<file path="config.mk">
export PLATFORM = sky130hd
export DESIGN_NAME = pat_code_receiver
export DESIGN_NICKNAME = d
export VERILOG_FILES = /design/src/rtl/pat_code_receiver.sv
export SDC_FILE = /design/constraint.sdc
export NUM_CORES = 1
export LEC_CHECK = 0
export BUFFER_PORTS_ARGS = -buffer_cell sky130_fd_sc_hd__buf_2
export CAP_MARGIN = 20
export CORE_MARGIN = 2
export CORE_UTILIZATION = 60
export CTS_BUF_LIST = sky130_fd_sc_hd__clkbuf_16
export DETAILED_ROUTE_END_ITERATION = 8
export GPL_TIMING_DRIVEN = 0
export PLACE_DENSITY = 0.84
export SLEW_MARGIN = 15
export SYNTH_ARGS = -nofsm -noshare
export SYNTH_HDL_FRONTEND = slang
export SYNTH_SLANG_ARGS = --single-unit
</file>
<file path="constraint.sdc">
create_clock -name clk -period 2.9 [get_ports clk]
set_input_delay 0.58 -clock clk [delete_from_list [all_inputs] [get_ports clk]]
set_output_delay 0.58 -clock clk [all_outputs]
set_load 0.03 [all_outputs]
</file>
<file path="src/rtl/pat_code_receiver.sv">
// 8N1 UART receiver assembling SYNC + 4 payload bytes + XOR checksum into a 32-bit paddle code.
// Fetch/Frame_err pulse one clock after the checksum byte (or error) is seen; no backpressure, Rx is never stalled.
module pat_code_receiver #(
    parameter int          CLK_FREQ       = 100000000,
    parameter int          BAUD           = 9600,
    parameter logic [7:0]  SYNC_BYTE      = 8'h5A,
    parameter int          TIMEOUT_CYCLES = 2000000
) (
    input  logic        clk,
    input  logic        rst,
    input  logic        Rx,
    output logic [31:0] Code,
    output logic        Fetch,
    output logic        Frame_err
);
    localparam int CPB  = CLK_FREQ / BAUD;
    localparam int HALF = CPB / 2;
    localparam int CW   = $clog2(CPB + 1);
    localparam int TW   = $clog2(TIMEOUT_CYCLES + 1);

    typedef enum logic [1:0] {B_IDLE, B_START, B_DATA, B_STOP} bit_state_t;
    typedef enum logic [2:0] {F_WAIT_SYNC, F_P3, F_P2, F_P1, F_P0, F_CHK} frame_state_t;

    logic          rx_s1, rx_s2, rx_prev;
    bit_state_t    bstate, bstate_nxt;
    logic [CW-1:0] bcnt;
    logic [2:0]    bidx;
    logic [7:0]    shreg;
    logic          byte_valid, stop_err;
    logic          half_done, bit_done;

    frame_state_t  fstate, fstate_nxt;
    logic [31:0]   shadow;
    logic [TW-1:0] tcnt;
    logic          timeout, set_fetch, set_err;

    // ---------------- bit level ----------------
    always_comb begin
        bstate_nxt = bstate;
        half_done  = (bcnt == CW'(HALF - 1));
        bit_done   = (bcnt == CW'(CPB - 1));
        case (bstate)
            // Edge detect keeps a stuck-low line (after a stop error) from retriggering.
            B_IDLE:  if (rx_prev && !rx_s2) bstate_nxt = B_START;
            B_START: if (half_done) bstate_nxt = rx_s2 ? B_IDLE : B_DATA;
            B_DATA:  if (bit_done && bidx == 3'd7) bstate_nxt = B_STOP;
            B_STOP:  if (bit_done) bstate_nxt = B_IDLE;
            default: bstate_nxt = B_IDLE;
        endcase
    end

    always_ff @(posedge clk) begin
        if (rst) begin
            rx_s1      <= 1'b1;
            rx_s2      <= 1'b1;
            rx_prev    <= 1'b1;
            bstate     <= B_IDLE;
            bcnt       <= '0;
            bidx       <= '0;
            shreg      <= '0;
            byte_valid <= 1'b0;
            stop_err   <= 1'b0;
        end else begin
            rx_s1      <= Rx;
            rx_s2      <= rx_s1;
            rx_prev    <= rx_s2;
            bstate     <= bstate_nxt;
            byte_valid <= 1'b0;
            stop_err   <= 1'b0;
            case (bstate)
                B_IDLE: begin
                    bcnt <= '0;
                    bidx <= '0;
                end
                B_START: bcnt <= half_done ? '0 : bcnt + 1'b1;
                B_DATA: begin
                    if (bit_done) begin
                        bcnt  <= '0;
                        bidx  <= bidx + 1'b1;
                        shreg <= {rx_s2, shreg[7:1]};
                    end else begin
                        bcnt <= bcnt + 1'b1;
                    end
                end
                B_STOP: begin
                    if (bit_done) begin
                        bcnt       <= '0;
                        byte_valid <= rx_s2;
                        stop_err   <= !rx_s2;
                    end else begin
                        bcnt <= bcnt + 1'b1;
                    end
                end
                default: bcnt <= '0;
            endcase
        end
    end

    // ---------------- frame level ----------------
    always_comb begin
        fstate_nxt = fstate;
        set_fetch  = 1'b0;
        set_err    = 1'b0;
        timeout    = (tcnt >= TW'(TIMEOUT_CYCLES - 1));
        if (byte_valid) begin
            case (fstate)
                F_WAIT_SYNC: if (shreg == SYNC_BYTE) fstate_nxt = F_P3;
                F_P3:        fstate_nxt = F_P2;
                F_P2:        fstate_nxt = F_P1;
                F_P1:        fstate_nxt = F_P0;
                F_P0:        fstate_nxt = F_CHK;
                F_CHK: begin
                    fstate_nxt = F_WAIT_SYNC;
                    if (shreg == (shadow[31:24] ^ shadow[23:16] ^ shadow[15:8] ^ shadow[7:0]))
                        set_fetch = 1'b1;
                    else
                        set_err = 1'b1;
                end
                default: fstate_nxt = F_WAIT_SYNC;
            endcase
        end else if (fstate != F_WAIT_SYNC && (stop_err || timeout)) begin
            fstate_nxt = F_WAIT_SYNC;
            set_err    = 1'b1;
        end
    end

    always_ff @(posedge clk) begin
        if (rst) begin
            fstate    <= F_WAIT_SYNC;
            shadow    <= '0;
            tcnt      <= '0;
            Code      <= '0;
            Fetch     <= 1'b0;
            Frame_err <= 1'b0;
        end else begin
            fstate    <= fstate_nxt;
            Fetch     <= set_fetch;
            Frame_err <= set_err;
            if (fstate == F_WAIT_SYNC || byte_valid)
                tcnt <= '0;
            else if (!timeout)
                tcnt <= tcnt + 1'b1;
            if (byte_valid) begin
                case (fstate)
                    F_P3:    shadow[31:24] <= shreg;
                    F_P2:    shadow[23:16] <= shreg;
                    F_P1:    shadow[15:8]  <= shreg;
                    F_P0:    shadow[7:0]   <= shreg;
                    default: shadow        <= shadow;
                endcase
            end
            if (set_fetch)
                Code <= shadow;
        end
    end
endmodule

</file>
==> flow_metrics.tcl <==
set metrics [dict create \
    status "finished, final reports clean" \
    cp-start-kind "flip-flop" \
    finalWorstPathRequiredPeriod_ns 2.46 \
    cp_slowest_stage_delay_ns 0.39 \
    final_max_slew_viol_count 0 \
    clock-root-buffer "clkbuf_16" \
    vdd_drop_max_v 0.000382 \
    multiInputGateArea_mm2 0.00299 \
    ioPinCount 37 \
    clock_latency_ns 0.42 \
    reg2regPathDepth 8 \
    hold_buffers 0 \
    async_flop_share_pct 0 \
    clockBufferDepth 2 \
    die_h_um 101 \
    rsz0062_at_grt "no" \
    cts_inserted_buffers 17 \
    maxSlewHeadroom_pct 52.2 \
    drt-total-wl_mm 13.1 \
    portBuffers 36 \
    synth_area_leaders "dfxtp_1 43%, mux2i_1 8.8%, nand2b_1 8.2%, nand2_1 5.8%, a21oi_1 4.2%" \
    vias_per_cell 5.78 \
    finalHoldViolations 0 \
    core_mm2 0.00920 \
    final_nets 692 \
    antenna_cells 0 \
    final_cell_mix "122 x dfxtp_1, 88 x nand2_1, 74 x nand2b_1" \
    finalCritPeriodShare_pct 84.7 \
    tightest_slew_ns 0.715 \
    syn_area_mm2 0.00566 \
    path_delay_family "simple AND/OR/NAND/NOR gates" \
    worstReg2RegStart "bcnt[0]" \
    worstPathBufferInverterCount 2 \
    vias 4680 \
    dr.pass1.iters 5 \
    syn_nets 636 \
    grt_pass1_vias 4599 \
    yosysWarnings 0 \
    grt_max_degree 17 \
    p_total_mw 3.98 \
    ys_seq_elements 122 \
    cp_common_cell "clkbuf_1" \
    antenna_found_initial 0 \
    setup_violations 0 \
    fillers 681 \
    layout_commonest_cell "dfxtp_1" \
    drt_iter0_markers 293 \
    synth_cell_types 47 \
    finalInstanceArea_mm2 0.00661 \
    holdPathEnd "rx_s1" \
    p_leak_nw 2.27 \
    fin_worst_skew_ns 0.0112 \
    cts_max_level 4 \
    arrival_ns 2.74 \
    antenna_left 0 \
    fmaxAchievable_mhz 407 \
    worstPathMaxFanout 10 \
    dp_hpwl_mm 8.56 \
    die_x_um 101 \
    grt_pass1_wl_mm 21.7 \
    drive_gt1_share_pct 14.0 \
    rows 35 \
    min_from "Rx" \
    cp_cell_sequence "ha_1 > and4_1 > nand4_1 > a22oi_1 > or2_2 > clkbuf_1 > clkbuf_1 > nor2_1" \
    wl_met2_mm 6.76 \
    regArea_mm2 0.00244 \
    cts-resized-gates 0 \
    tritoncts "built" \
    cp_slowest_cell "clkbuf_1" \
    gp_congestion 0.909 \
    start_util_pct 61.6 \
    cp.required_ns 3.19 \
    crit_type "flip-flop to flip-flop" \
    clock_sinks 122 \
    whs_path_depth 2 \
    setup_tns_ns 0 \
    end_kind "flip-flop" \
    wl_met3_um 791 \
    yosysTopAreaCellShare_pct 43.1 \
    clkTransAtPathRegs_ns 0.06 \
    r2r_end "bcnt[6]" \
    wire_per_inst_um 16.2 \
    reg2reg_slack_ns 0.44 \
    syn_to_final_growth_pct 16.8 \
    yosysTopAreaCell "dfxtp_1" \
    post-cts-setup-buffers 0 \
    postPlaceCellArea_mm2 0.00598 \
    maxCapViolCount 0 \
    grt_use_total_pct 27.2 \
    wl_met1_mm 5.19 \
    drc_errors 0 \
    hp-class "primary input to flip-flop" \
    synth_edf_count 0 \
    synth_cells 629 \
    grt_overflow 0 \
    p_per_area_mw_per_mm2 602 \
    top_layer "met4" \
    synthFlopType "dfxtp_1" \
    ys_seq_area_share_pct 43.1 \
    die-area_mm2 0.0102 \
    synth_area_per_cell_um2 9.00 \
]
registers in the layout, indices dropped and copies added (netlist names), named ones only:
register    cells
Code           32
bidx            3
shadow         32
Frame_err       1
stop_err        1
rx_s2           1
shreg           8
rx_prev         1
rx_s1           1
bcnt           14
byte_valid      1
Fetch           1
tcnt           21
fstate          3
bstate          1
synthesized netlist by cell type, types with 3 or more instances:
cell type and instances:
ha_1 4, nor2b_1 3, xor2_1 6, nor3_1 4, nand2b_1 74, o31ai_1 8
nor4b_1 6, mux2i_1 50, buf_2 14, and4_1 3, xnor3_1 8, nor4bb_1 4
nor2_1 37, inv_1 5, a21oi_1 47, nor4_1 11, clkbuf_1 29, and3_1 5
or4_1 9, nand2_1 88, a22oi_1 4, nand4_1 9, nor3b_1 3, or2_2 8
or3_1 5, dfxtp_1 122, o21ai_0 3, xnor2_1 22, nand3_1 16
worst max path at each step:
stage	start	to	slack (ns)	cells after the start
finish	bcnt[0]	bcnt[6]	0.44	8
global route	bcnt[0]	bcnt[11]	0.15	8
CTS	shreg[4]	Code[18]	0.41	7
detailed placement	bcnt[0]	bcnt[8]	0.47	8
global placement	shreg[5]	Code[10]	0.54	7
floorplan	tcnt[11]	tcnt[9]	0.75	6
metrics by stage:
step	instances	hold WS, ns	util (%)	worst slack, ns
5_1_grt	809	0.356	71.9	0.148
3_5_place_dp	776	0.397	65.0	0.475
3_3_place_gp	776	0.392	65.0	0.536
2_1_floorplan	629	0.389	-	0.755
6_report	809	0.345	71.9	0.444
4_1_cts	808	0.343	71.8	0.406
area by class of cell:
cell class | count | share of cell area (%)
timing repair buffer | 37 | 2.80
clock inverter | 15 | 3.03
clock buffer | 17 | 6.44
sequential | 122 | 36.9
buffer | 46 | 3.10
multi-input combinational | 456 | 45.3
inverter | 5 | 0.284
tap | 111 | 2.10
power breakdown:
group,switching (mW),total (mW),internal [mW]
combinational,0.0332,0.0552,0.0219
clock,0.805,2.24,1.44
sequential,0.00201,1.68,1.68
per-layer routing:
metal | global-route usage, % | up-vias
met4 | 10.8 | 0
met2 | 48.7 | 163
met5 | 0 | -
met1 | 30.9 | 2210
met3 | 7.18 | 33
li1 | - | 2274
cell families (layout without fill, tap and decap cells):
group,after synthesis,in the layout,synth area share [%]
and+or+nand+nor,291,291,27.4
DFF,122,122,43.1
AOI/OAI and AO/OA,73,73,7.89
muxes,52,52,9.24
buffers and inverters,51,120,3.96
xor gates and xnor gates,36,36,7.52
adders and majority gates,4,4,0.884
Note: power is estimated with default switching activity, not from simulation.
